**src/rtl/corepwm_pkg.sv**
```systemverilog
// Shared types and constants for the CorePWM engine and its dead-time stage.
package corepwm_pkg;

  typedef enum logic [1:0] {
    ST_ON_L = 2'd0,
    ST_ON_H = 2'd1,
    ST_DEAD = 2'd2
  } dt_state_e;

  localparam logic      RST_LEVEL = 1'b0;
  localparam dt_state_e RST_STATE = ST_ON_L;

  // Bit offset of channel ch inside a packed per-channel field bus.
  function automatic int unsigned chan_lsb(input int unsigned ch, input int unsigned width);
    return ch * width;
  endfunction

endpackage

```
**src/rtl/corepwm_deadtime.sv**
```systemverilog
// Per-channel dead-time insertion: splits raw into non-overlapping high/low-side drives.
module corepwm_deadtime
  import corepwm_pkg::*;
#(
  parameter int unsigned DT_WIDTH = 4
) (
  input  logic                PCLK,
  input  logic                PRESETN,
  input  logic                enable,
  input  logic                raw,
  input  logic [DT_WIDTH-1:0] dead_time_reg,
  output logic                pwm_h,
  output logic                pwm_l
);

  dt_state_e           state_q, state_d, settled;
  logic [DT_WIDTH-1:0] cnt_q, cnt_d;
  logic                raw_prev_q, pwm_h_q, pwm_l_q;

  always_comb begin
    settled = raw ? ST_ON_H : ST_ON_L;
    state_d = state_q;
    cnt_d   = cnt_q;
    if (!enable) begin
      state_d = ST_ON_L;
      cnt_d   = '0;
    end else if (raw != raw_prev_q) begin
      // Any edge (including one inside DEAD) restarts the dead interval.
      if (dead_time_reg == '0) begin
        state_d = settled;
      end else begin
        state_d = ST_DEAD;
        cnt_d   = dead_time_reg - 1'b1;
      end
    end else if (state_q == ST_DEAD) begin
      if (cnt_q == '0) state_d = settled;
      else             cnt_d = cnt_q - 1'b1;
    end
  end

  always_ff @(posedge PCLK or negedge PRESETN) begin
    if (!PRESETN) begin
      state_q    <= RST_STATE;
      cnt_q      <= '0;
      raw_prev_q <= RST_LEVEL;
      pwm_h_q    <= RST_LEVEL;
      pwm_l_q    <= RST_LEVEL;
    end else begin
      state_q    <= state_d;
      cnt_q      <= cnt_d;
      raw_prev_q <= raw;
      pwm_h_q    <= enable && (state_d == ST_ON_H);
      pwm_l_q    <= enable && (state_d == ST_ON_L);
    end
  end

  assign pwm_h = pwm_h_q;
  assign pwm_l = pwm_l_q;

endmodule

```
**src/rtl/corepwm_pwm_engine.sv**
```systemverilog
// CorePWM output engine: prescaler, period counter, shadowed edge/DAC channels.
// Define COREPWM_DEADTIME_EN to build dead-time insertion and complementary outputs.
module corepwm_pwm_engine
  import corepwm_pkg::*;
#(
  parameter int unsigned        PWM_NUM    = 8,
  parameter int unsigned        APB_DWIDTH = 8,
  parameter logic [PWM_NUM-1:0] DAC_MODE   = '0,
  parameter int unsigned        DT_WIDTH   = 4
) (
  input  logic                          PCLK,
  input  logic                          PRESETN,
  input  logic [APB_DWIDTH-1:0]         prescale_reg,
  input  logic [APB_DWIDTH-1:0]         period_reg,
  input  logic [PWM_NUM-1:0]            pwm_enable_reg,
  input  logic [PWM_NUM*APB_DWIDTH-1:0] pwm_posedge_reg,
  input  logic [PWM_NUM*APB_DWIDTH-1:0] pwm_negedge_reg,
  input  logic                          shadow_update_en,
  input  logic [DT_WIDTH-1:0]           dead_time_reg,
  output logic [PWM_NUM-1:0]            PWM,
  output logic [PWM_NUM-1:0]            PWM_N,
  output logic [APB_DWIDTH-1:0]         period_cnt,
  output logic                          sync_pulse
);

  localparam int unsigned W = APB_DWIDTH;

  logic [W-1:0]       presc_q, presc_d, period_q, period_d;
  logic               sync_q, sync_d, period_end, shadow_load;
  logic [PWM_NUM-1:0] raw;

  // sync is registered from the predicted count so it stays 0 during reset.
  always_comb begin
    presc_d     = (presc_q >= prescale_reg) ? '0 : presc_q + 1'b1;
    sync_d      = (presc_d == prescale_reg);
    period_end  = sync_q && (period_q >= period_reg);
    period_d    = period_q;
    if (sync_q) period_d = period_end ? '0 : period_q + 1'b1;
    shadow_load = period_end || !shadow_update_en;
  end

  always_ff @(posedge PCLK or negedge PRESETN) begin
    if (!PRESETN) begin
      presc_q  <= '0;
      period_q <= '0;
      sync_q   <= RST_LEVEL;
    end else begin
      presc_q  <= presc_d;
      period_q <= period_d;
      sync_q   <= sync_d;
    end
  end

  for (genvar z = 0; z < PWM_NUM; z++) begin : g_ch
    logic [W-1:0] neg_q;

    always_ff @(posedge PCLK or negedge PRESETN) begin
      if (!PRESETN)         neg_q <= '0;
      else if (shadow_load) neg_q <= pwm_negedge_reg[chan_lsb(z, W) +: W];
    end

    if (DAC_MODE[z]) begin : g_dac
      logic [W:0] acc_q;
      logic       unused_pos;
      assign unused_pos = ^pwm_posedge_reg[chan_lsb(z, W) +: W];

      always_ff @(posedge PCLK or negedge PRESETN) begin
        if (!PRESETN)               acc_q <= '0;
        else if (!pwm_enable_reg[z]) acc_q <= '0;
        else                        acc_q <= {1'b0, acc_q[W-1:0]} + {1'b0, neg_q};
      end
      assign raw[z] = acc_q[W];
    end else begin : g_edge
      logic [W-1:0] pos_q;
      logic         raw_q, raw_d;

      always_ff @(posedge PCLK or negedge PRESETN) begin
        if (!PRESETN)         pos_q <= '0;
        else if (shadow_load) pos_q <= pwm_posedge_reg[chan_lsb(z, W) +: W];
      end

      always_comb begin
        raw_d = raw_q;
        if (!pwm_enable_reg[z]) begin
          raw_d = 1'b0;
        end else if (sync_q) begin
          if ((pos_q == period_q) && (neg_q == period_q)) raw_d = ~raw_q;
          else if (pos_q == period_q)                     raw_d = 1'b1;
          else if (neg_q == period_q)                     raw_d = 1'b0;
        end
      end

      always_ff @(posedge PCLK or negedge PRESETN) begin
        if (!PRESETN) raw_q <= RST_LEVEL;
        else          raw_q <= raw_d;
      end
      assign raw[z] = raw_q;
    end
  end

`ifdef COREPWM_DEADTIME_EN
  for (genvar z = 0; z < PWM_NUM; z++) begin : g_dt
    corepwm_deadtime #(
      .DT_WIDTH(DT_WIDTH)
    ) u_deadtime (
      .PCLK         (PCLK),
      .PRESETN      (PRESETN),
      .enable       (pwm_enable_reg[z]),
      .raw          (raw[z]),
      .dead_time_reg(dead_time_reg),
      .pwm_h        (PWM[z]),
      .pwm_l        (PWM_N[z])
    );
  end
`else
  logic [PWM_NUM-1:0] pwm_q;
  logic               unused_dt;
  assign unused_dt = ^dead_time_reg;

  always_ff @(posedge PCLK or negedge PRESETN) begin
    if (!PRESETN) pwm_q <= '0;
    else          pwm_q <= raw;
  end
  assign PWM   = pwm_q;
  assign PWM_N = '0;
`endif

  assign period_cnt = period_q;
  assign sync_pulse = sync_q;

endmodule

```
**config.mk**
```make
export PLATFORM = sky130hd
export DESIGN_NAME = corepwm_pwm_engine
export DESIGN_NICKNAME = d
export VERILOG_FILES = /design/src/rtl/corepwm_pkg.sv /design/src/rtl/corepwm_deadtime.sv /design/src/rtl/corepwm_pwm_engine.sv
export SDC_FILE = /design/constraint.sdc
export NUM_CORES = 1
export LEC_CHECK = 0
export ABC_AREA = 1
export BUFFER_PORTS_ARGS = -buffer_cell sky130_fd_sc_hd__buf_2
export CAP_MARGIN = 20
export CORE_ASPECT_RATIO = 0.75
export CORE_MARGIN = 2
export CORE_UTILIZATION = 55
export DETAILED_ROUTE_END_ITERATION = 8
export MAX_ROUTING_LAYER = met4
export PLACE_DENSITY = 0.89
export SYNTH_ARGS = -nofsm -noshare
export SYNTH_HDL_FRONTEND = slang
export SYNTH_SLANG_ARGS = --single-unit
export TNS_END_PERCENT = 20
```
**constraint.sdc**
```tcl
create_clock -name PCLK -period 2.5 [get_ports PCLK]
set_clock_uncertainty 0.05 [all_clocks]
set_input_delay 0.375 -clock PCLK [delete_from_list [all_inputs] [get_ports PCLK]]
set_output_delay 0.375 -clock PCLK [all_outputs]
set_load 0.01 [all_outputs]
```
# After elaboration in Yosys (flattened, before gate mapping)
# Index checks and enable logic that the tools add are counted.
# op_classes
shift,0
bitwise,8
div_mod_pow,0
n_mux,42
n_eq_ne,33
n_addsub,2
n_reduce_logical,19
magnitude_cmp,2
mul,0
# op_table
op,count
$eq 8x8->1,17
$mux 1,40
$ne 4x1->1 const B,8
$add 8x1->8 const B,2
$ge 8x8->1,2
$mux 8,2
$ne 2x1->1 const B,8
$reduce_and 2->1,8
$logic_and 1x1->1,9
$not 1->1,8
$logic_not 1->1,1
$logic_or 1x1->1,1
# word_totals
latch_bits,0
out_inout_bits,25
ramBits,0
mem_bits_ro,0
mem_count,0
ff_bits,161

# Logic depth before layout (Yosys ltp)
# Gate-level depths: netlist (run 1).
# logic_depth
ltp_word,6
depth_mapped,16
depth_no_buf,15

# Least setup slack after synthesis (run 1)
# OpenSTA, ideal clock, no wires.
# synth_path
path_kind,register -> register
from,"register period_q[5], in the netlist period_cnt[5]"
to,register g_ch[1].g_edge.pos_q[2]
path_buffers,2
arrival_time_ns,1.796
setup_time_ns,0.130
synth_period_minus_slack_ns,1.977
path_stages_with_launch,12
path_slack_ns,0.523
cell_sequence,dfrtp_1 > ha_1 > a21oi_1 > nor2_1 > a211oi_2 > nand3_1 > nand2_2 > nand2_4 > buf_6 > buf_4 > nand2_1 > o21ai_1
# synth_via
elab_chain_cells,3
# synth_rtl
item,line,source
start: declaration,corepwm_pwm_engine.sv:28,"logic [W-1:0] presc_q, presc_d, period_q, period_d;"
start signal: assignment,corepwm_pwm_engine.sv:49,period_q <= period_d;
$ge 8x8->1,corepwm_pwm_engine.sv:36,period_end = sync_q && (period_q >= period_reg);
$logic_and 1x1->1,corepwm_pwm_engine.sv:36,
$logic_or 1x1->1,corepwm_pwm_engine.sv:39,shadow_load = period_end || !shadow_update_en;
end signal: assignment,corepwm_pwm_engine.sv:79,"else if (shadow_load) pos_q <= pwm_posedge_reg[chan_lsb(z, W) +: W];"
end: declaration,corepwm_pwm_engine.sv:74,logic [W-1:0] pos_q;
# Every way passes these cells.
# A chain may end at the register's enable or synchronous reset.

# Worst setup path after layout (run 1)
# layout_path
from,register presc_q[0]
to,"register sync_q, in the netlist sync_pulse"
# layout_via
elab_chain_cells,3
elab_cells_between_ends,4
classes_between,add/sub: 1; order compare: 1; eq/ne: 1; mux: 1
# layout_rtl
item,line,source
start: declaration,corepwm_pwm_engine.sv:28,
start signal: assignment,corepwm_pwm_engine.sv:48,presc_q <= presc_d;
$add 8x1->8 / $ge 8x8->1 (equally long branches),corepwm_pwm_engine.sv:34,presc_d = (presc_q >= prescale_reg) ? '0 : presc_q + 1'b1;
$mux 8 *,corepwm_pwm_engine.sv:34,
$eq 8x8->1 *,corepwm_pwm_engine.sv:35,sync_d = (presc_d == prescale_reg);
via sync_d,corepwm_pwm_engine.sv:29,"logic sync_q, sync_d, period_end, shadow_load;"
end signal: assignment,corepwm_pwm_engine.sv:50,sync_q <= sync_d;
end: declaration,corepwm_pwm_engine.sv:29,
# The timed path passes the listed nets; every way through them passes the cells marked *.

==> reports/qor.txt, run 1 <==
Pin slew with the least headroom to its limit: 0.523 ns
HPWL Detailed: 15.7 mm
Post-layout nets: 1390
Max-cap violations: 0
Critical path cell sequence: inv_1 > ha_1 > inv_1 > nand2_1 > nand2_1 > nand2_1 > nand2_1 > nand2_1 > nand2_1 > nand3_1 > nand2_1 > nand2_1 > nor2_1 > nand2_1 > nor2_1
Die ar.: 0.0164 mm^2
First-pass GRT wire length: 37.3 mm
Clock Path Buffers: 2
Largest net degree at the start of global routing: 98
Setup crit end kind: flip-flop
Met1 wire length: 9.80 mm
Combinational Power Share: 0.357
DR pass1 iterations: 6
Leakage Power: 5.26 nW
Met2 WL: 10.5 mm
Worst rel slew slack: 0.651
DRC Markers: 0
Clk pwr share: 0.281
Worst vdd ir: 0.468 mV
Distinct cells, synth: 33
Top sig layer: met4
Clk_lat worst skew: 0.42 ns
Slew Limit Fails: 0
Share of layout cells above drive strength 1: 0.186
FP Rows: 39
Final period utilization: 0.873
Die Y: 112 um
Area of the multi-input gates: 0.00371 mm^2
CTS Sinks: 161
Startpoint types: flip-flop
Main flop type after synthesis: dfrtp_1
CTS Buf Count: 17
Dpl cells: 1398
Synthesized area: 0.00848 mm^2
Syn_area_per_cell: 8.00 um^2
Worst path slowest cell: dfrtp_1
Via-per-instance ratio: 5.52
Critical Path RT: 2.80 ns
IO buf count: 171
Top-count cell post-synth: nand2_1
Layout Cells excl Fill: 1431
Crit-path most repeated cell: nand2_1
Remaining antenna violation count: 0
Status: finished clean
Syn Inst Count: 1060
Register cell area after layout: 0.00403 mm^2
Initial DRC count: 818
WS Path Type: flip-flop to flip-flop
Pint: 5.50 mW
Drt total wl: 23.4 mm
Max FO, Critical Path: 14
Die Span X: 147 um
RSZ-0062 raised after global routing: false
# IOs: 184
Cts-stage hold buffer count: 1
Yosys reg bits: 161
CP peak stage delay: 0.41 ns
Worst-path clk slew: 0.06 ns
Area Growth Syn to Fin: 19.0%
Synth area leader: dfrtp_1
Pre-CTS setup slack: 0.312 ns
H-tree levels: 4
Initial antenna violation count: 1
Yosys warnings: 0
Post-CTS Setup Bufs: 0
Routed WL per cell: 16.3 um
Vias in the first global route: 7444
Post-synthesis async set-or-reset flop share: 1.00
Initial Util: 0.559
Dominant cells by area after synthesis: dfrtp_1, nand2_1, nand3_1
Psw: 3.32 mW
# setup viols final: 0
Setup TNS: 0 ns
Sequential fraction of design power: 0.362
Tmin final: 2.18 ns
Pwr dens: 874 mW/mm^2
Switching Share: 0.377
Worst path bufs/invs: 2
Hold crit path type: primary input to flip-flop
Largest delay contributor family on the critical path: simple AND/OR/NAND/NOR gates
Post-synthesis sequential area ratio: 0.475
GPL Wtd Cong: 0.905
Top post-synthesis cells by count: nand2_1, dfrtp_1, inv_1
DR vias: 7901
Post-route core utilization: 0.665
CTS tree: built
Yosys top cell area share: 0.475
Fmax achieved: 0.458 GHz
Grt ovf: 0
Final hold violations: 0
Gr usage total: 0.298
Fillers: 1166
PostCTS Resize Cnt: 0
EDFF count, synth: 0
Arr. time, crit path: 2.48 ns
Core Area: 0.0152 mm^2
WL met3: 2.47 mm
CTS root buf: clkbuf_16
Final setup margin: 0.316 ns
-- metal layers --
metal  GRT usage  vias to the layer above
met5           -                        -
met4      0.0962                        0
met2       0.443                      449
li1            -                     3745
met3      0.0779                       54
met1       0.404                     3653
-- cells by family after synthesis --
logic type / synth area share
fa+ha+maj: 0.0266
buf+inv: 0.0897
simple gates: 0.246
xor+xnor: 0.0548
other cells: 0.000442
compound gates: 0.107
flops: 0.475
-- metrics by stage --
step | hold WS (ns) | power (mW) | instance area, um^2
6_report | 0.0913 | 8.82 | 10100
3_3_place_gp | 0.342 | 6.17 | 9520
2_1_floorplan | 0.0294 | 5.29 | 8500
5_1_grt | 0.0953 | 9.31 | 10100
4_1_cts | 0.0854 | 8.79 | 10100
3_5_place_dp | 0.339 | 6.29 | 9520
-- cell type report --
class                   count  area share
flip-flops and latches    161       0.399
multi-input cells         732       0.368
diodes                      1    0.000248
inverters                 107      0.0398
clock buffers              20      0.0453
repair buffers            194       0.111
clock inverters            11      0.0105
well taps                 205      0.0254
-- state kept, by name, indices dropped and copies added (netlist names) --
signal             cells
g_ch.g_edge.raw_q      8
g_ch.g_edge.pos_q     64
sync_pulse             1
PWM                    8
period_cnt             8
g_ch.neg_q            64
presc_q                8
-- worst reg2reg max path, stage by stage, from the launching register on --
cell and delay, ns:
dfrtp_1 0.41, inv_1 0.13, ha_1 0.26, inv_1 0.06
nand2_1 0.05, nand2_1 0.05, nand2_1 0.05, nand2_1 0.05
nand2_1 0.04, nand2_1 0.33, nand3_1 0.16, nand2_1 0.09
nand2_1 0.06, nor2_1 0.14, nand2_1 0.07, nor2_1 0.12
-- layout by cell type (no fill, tap or decap), drive strengths merged, types with 2 or more instances in the layout --
cell / count
nand2: 315
buf: 193
dfrtp: 161
inv: 107
nand3: 102
o21ai: 69
nor2: 44
xnor2: 32
a21oi: 27
o22ai: 26
xor2: 21
clkbuf: 20
nor3: 19
ha: 18
nand4: 17
o2111ai: 15
a211oi: 10
conb: 8
clkinv: 7
a221oi: 3
clkinvlp: 3
nor4: 2
o211ai: 2
-- power by group through the flow --
stage / Combinational (mW) / Sequential, mW / Clock [mW]
after floorplan: 2.06 / 3.23 / 0
after global placement: 2.95 / 3.22 / 0
after detailed placement: 3.06 / 3.23 / 0
after CTS: 3.10 / 3.19 / 2.50
after global routing: 3.45 / 3.24 / 2.62
final: 3.15 / 3.20 / 2.48
-- worst paths after layout --
| kind | from | slack (ns) | cells after the start | endpoint |
|---|---|---|---|---|
| max | presc_q[0]$_DFF_PN0_ | 0.32 | 15 | sync_pulse$_DFF_PN0_ |
| min | pwm_posedge_reg[41] | 0.09 | 3 | g_ch[5].g_edge.pos_q[1]$_DFFE_PN0P_ |
| max reg2reg | presc_q[0]$_DFF_PN0_ | 0.32 | 15 | sync_pulse$_DFF_PN0_ |
| min reg2reg | g_ch[1].g_edge.raw_q$_DFFE_PN0P_ | 0.35 | 0 | PWM[1]$_DFF_PN0_ |
| max in group asynchronous | PRESETN | 1.47 | 3 | g_ch[1].neg_q[5]$_DFFE_PN0P_ |
| min in group asynchronous | PRESETN | 0.46 | 3 | g_ch[4].g_edge.pos_q[4]$_DFFE_PN0P_ |
Power figures use the tool's default switching activity.
==> run 2: changes to the inputs <==
--- a/config.mk
+++ b/config.mk
@@ -5,7 +5,7 @@
 export SDC_FILE = /design/constraint.sdc
 export NUM_CORES = 1
 export LEC_CHECK = 0
-export ABC_AREA = 1
+export ABC_AREA = 0
 export BUFFER_PORTS_ARGS = -buffer_cell sky130_fd_sc_hd__buf_2
 export CAP_MARGIN = 20
 export CORE_ASPECT_RATIO = 0.75
@@ -13,7 +13,7 @@
 export CORE_UTILIZATION = 55
 export DETAILED_ROUTE_END_ITERATION = 8
 export MAX_ROUTING_LAYER = met4
-export PLACE_DENSITY = 0.89
+export PLACE_DENSITY = 0.88
 export SYNTH_ARGS = -nofsm -noshare
 export SYNTH_HDL_FRONTEND = slang
 export SYNTH_SLANG_ARGS = --single-unit
==> run 2 against run 1 <==
Effect of this change:
- routed wire length decreased by 11%
- critical path type unchanged
- non-clock buffer count increased by 6
- power increased by 1.9%
- die area increased by 3.1%
- first-iteration DRC count decreased by 54%
- area after synthesis increased by 3.2%
- synthesized cell count decreased by 38%
- combinational power increased by 5%
==> reports/qor.txt, run 2 <==
Status: finished clean
Pin slew with the least headroom to its limit: 0.575 ns (+0.0522 ns)
Initial DRC count: 377 (-54%)
First-pass GRT wire length: 32.1 mm (-14%)
Core Area: 0.0154 mm^2 (+1.6%)
Arr. time, crit path: 2.69 ns (+0.21 ns)
Most frequent cells in the layout: buf_2, dfrtp_1, mux2_4
Distinct cells, synth: 46 (+39%)
Worst rel slew slack: 0.616 (-0.0348)
RSZ-0062 raised after global routing: false
Die Y: 113 um (+1.5%)
WS Path Type: flip-flop to flip-flop
Critical Path RT: 2.76 ns (-0.04 ns)
Post-synthesis sequential area ratio: 0.460 (-0.0149)
H-tree levels: 4 (unchanged)
# setup viols final: 0 (unchanged)
Largest registers: g_ch.g_edge.pos_q x64, g_ch.neg_q x64
Top sig layer: met4
Clock Path Buffers: 2 (unchanged)
Fmax achieved: 0.411 GHz (-10%)
Post-synthesis mux area share: 0.216 (+0.216)
Yosys top cell area share: 0.460 (-0.0149)
Post-synthesis compound-gate area fraction: 0.0443 (-0.0631)
Setup crit end kind: flip-flop
Initial antenna violation count: 2 (+1)
EDFF count, synth: 0 (unchanged)
Met2 WL: 9.81 mm (-7.0%)
Syn Inst Count: 661 (-38%)
HPWL Detailed: 13.8 mm (-12%)
Initial Util: 0.568 (+0.00893)
Dominant cells by area after synthesis: dfrtp_1, mux2_4, xor2_1
Fillers: 1128 (-3.3%)
Slew Limit Fails: 0 (unchanged)
DR pass1 iterations: 5 (-1)
Largest family of logic cells by synthesized area: multiplexers
Post-synthesis async set-or-reset flop share: 1.00 (unchanged)
Pre-CTS setup slack: -0.0163 ns (-0.329 ns)
Yosys warnings: 0 (unchanged)
Gr usage total: 0.258 (-0.0401)
Drt total wl: 20.9 mm (-11%)
Final period utilization: 0.973 (+0.0998)
Leakage Power: 4.91 nW (-6.5%)
FP Rows: 39 (unchanged)
Remaining antenna violation count: 0 (unchanged)
Overall power: 8.99 mW (+1.9%)
Worst vdd ir: 0.443 mV (-5.3%)
CTS tree: built
Via-per-instance ratio: 5.42 (-1.9%)
Vias in the first global route: 5935 (-20%)
Synth area leader: dfrtp_1
WL met3: 1.13 mm (-54%)
Most common cell after layout, fill and taps aside: buf_2
Xor/xnor share of the synthesized area: 0.140 (+0.0853)
Met1 wire length: 9.55 mm (-2.5%)
Worst-path clk slew: 0.07 ns (about the same)
Simple-gate portion of the synthesized area: 0.0580 (-0.188)
Startpoint types: flip-flop
Routed WL per cell: 19.6 um (+20%)
Die Span X: 150 um (+1.6%)
Max-cap violations: 0 (unchanged)
CTS Sinks: 161 (unchanged)
Grt ovf: 0 (unchanged)
Synthesized area: 0.00875 mm^2 (+3.2%)
WHS Path Cells: 2 (-1)
CTS Buf Count: 17 (unchanged)
Share of layout cells above drive strength 1: 0.424 (+0.237)
Yosys reg bits: 161 (unchanged)
Top-count cell post-synth: dfrtp_1
Final setup margin: 0.0667 ns (-0.250 ns)
Post-layout nets: 1022 (-26%)
Adder-cell area share of the yosys netlist: 0.0257 (-0.000832)
Final hold violations: 0 (unchanged)
Worst reg2reg path depth: 8 (-7)
Tmin final: 2.43 ns (+0.250 ns)
DRC Markers: 0 (unchanged)
Max FO, Critical Path: 31 (+17)
Hold crit path type: primary input to flip-flop
Area Growth Syn to Fin: 18.7%
Layout Cells excl Fill: 1064 (-26%)
Pwr dens: 865 mW/mm^2 (-0.98%)
Reg2reg setup slack: 0.07 ns (-0.25 ns)
Largest net degree at the start of global routing: 62 (-37%)
Clk_lat worst skew: 0.43 ns (about the same)
Worst hold margin: 0.123 ns (+0.0316 ns)
Main flop type after synthesis: dfrtp_1
# IOs: 184 (unchanged)
Area of the multi-input gates: 0.00427 mm^2 (+15%)
Die ar.: 0.0169 mm^2 (+3.1%)
DR vias: 5765 (-27%)
Register cell area after layout: 0.00403 mm^2 (unchanged)
Top post-synthesis cells by count: dfrtp_1, mux2_4, xor2_1
Syn_area_per_cell: 13.2 um^2 (+66%)
CTS root buf: clkbuf_16
GPL Wtd Cong: 0.874 (-3.4%)
Dpl cells: 1024 (-27%)
IO buf count: 171 (unchanged)
==> run 2: layout make-up <==
cell class / instances / area share
repair buffers: 200 / 0.115
well taps: 205 / 0.0247
inverters: 21 / 0.00759
clock buffers: 19 / 0.0436
multi-input cells: 444 / 0.411
clock inverters: 12 / 0.00976
diodes: 2 / 0.000482
flip-flops and latches: 161 / 0.388
==> run 2: what timing repair did <==
item | 4_1_cts | 5_1_grt
gates cloned | 1 | 2
hold buffers | 1 | 0
pin swaps | 0 | 2
resized for setup | 0 | 6
hold endpoints to repair | 59 | 0
endpoints found under the setup margin | 3 | 85
buffers inserted | 0 | 3
==> run 2: final timing paths <==
| path | startpoint | to |
|---|---|---|
| worst max register to register | period_cnt[7]$_DFFE_PN0P_ | g_ch[2].g_edge.pos_q[3]$_DFFE_PN0P_ |
| worst min-delay path | pwm_posedge_reg[36] | g_ch[4].g_edge.pos_q[4]$_DFFE_PN0P_ |
| max in group asynchronous | PRESETN | PWM[5]$_DFF_PN0_ |
| worst min register to register | g_ch[6].g_edge.raw_q$_DFFE_PN0P_ | PWM[6]$_DFF_PN0_ |
| min in group asynchronous | PRESETN | g_ch[7].g_edge.pos_q[3]$_DFFE_PN0P_ |
| worst max-delay path | period_cnt[7]$_DFFE_PN0P_ | g_ch[2].g_edge.pos_q[3]$_DFFE_PN0P_ |
==> run 2: through the flow <==
stage	cell area, um^2	setup TNS, ns	util
floorplan	8790	0	-
global placement	9710	0	0.630
detailed placement	9710	-0.0437	0.630
CTS	10300	0	0.668
global route	10400	0	0.674
finish	10400	0	0.674
==> run 2: power by group <==
group	total (mW)	switching (mW)	internal, mW
clock	2.45	1.11	1.34
sequential	3.23	0.278	2.95
combinational	3.31	1.78	1.53
==> run 2: worst max-delay path, cell delays in order (launching register included) <==
cell      delay (ns)
dfrtp_1         0.41
ha_1            0.30
and3_1          0.22
a211o_1         0.35
nand2_1         0.16
o211ai_4        0.11
buf_12          0.16
buf_16          0.19
mux2_4          0.33
==> run 2: routing by layer <==
metal  track usage  vias to the layer above
met2         0.401                      204
met1         0.340                     2870
met3        0.0569                       42
met4        0.0836                        0
met5             -                        -
li1              -                     2649
==> run 2: cell families (layout without fill, tap and decap cells) <==
group | count (synthesis) | count (layout)
and+or+nand+nor | 98 | 98
other | 1 | 10
muxes | 128 | 128
AOI/OAI and AO/OA | 52 | 52
xor gates and xnor gates | 140 | 140
adders and majority gates | 18 | 18
buffers and inverters | 63 | 252
DFF | 161 | 161
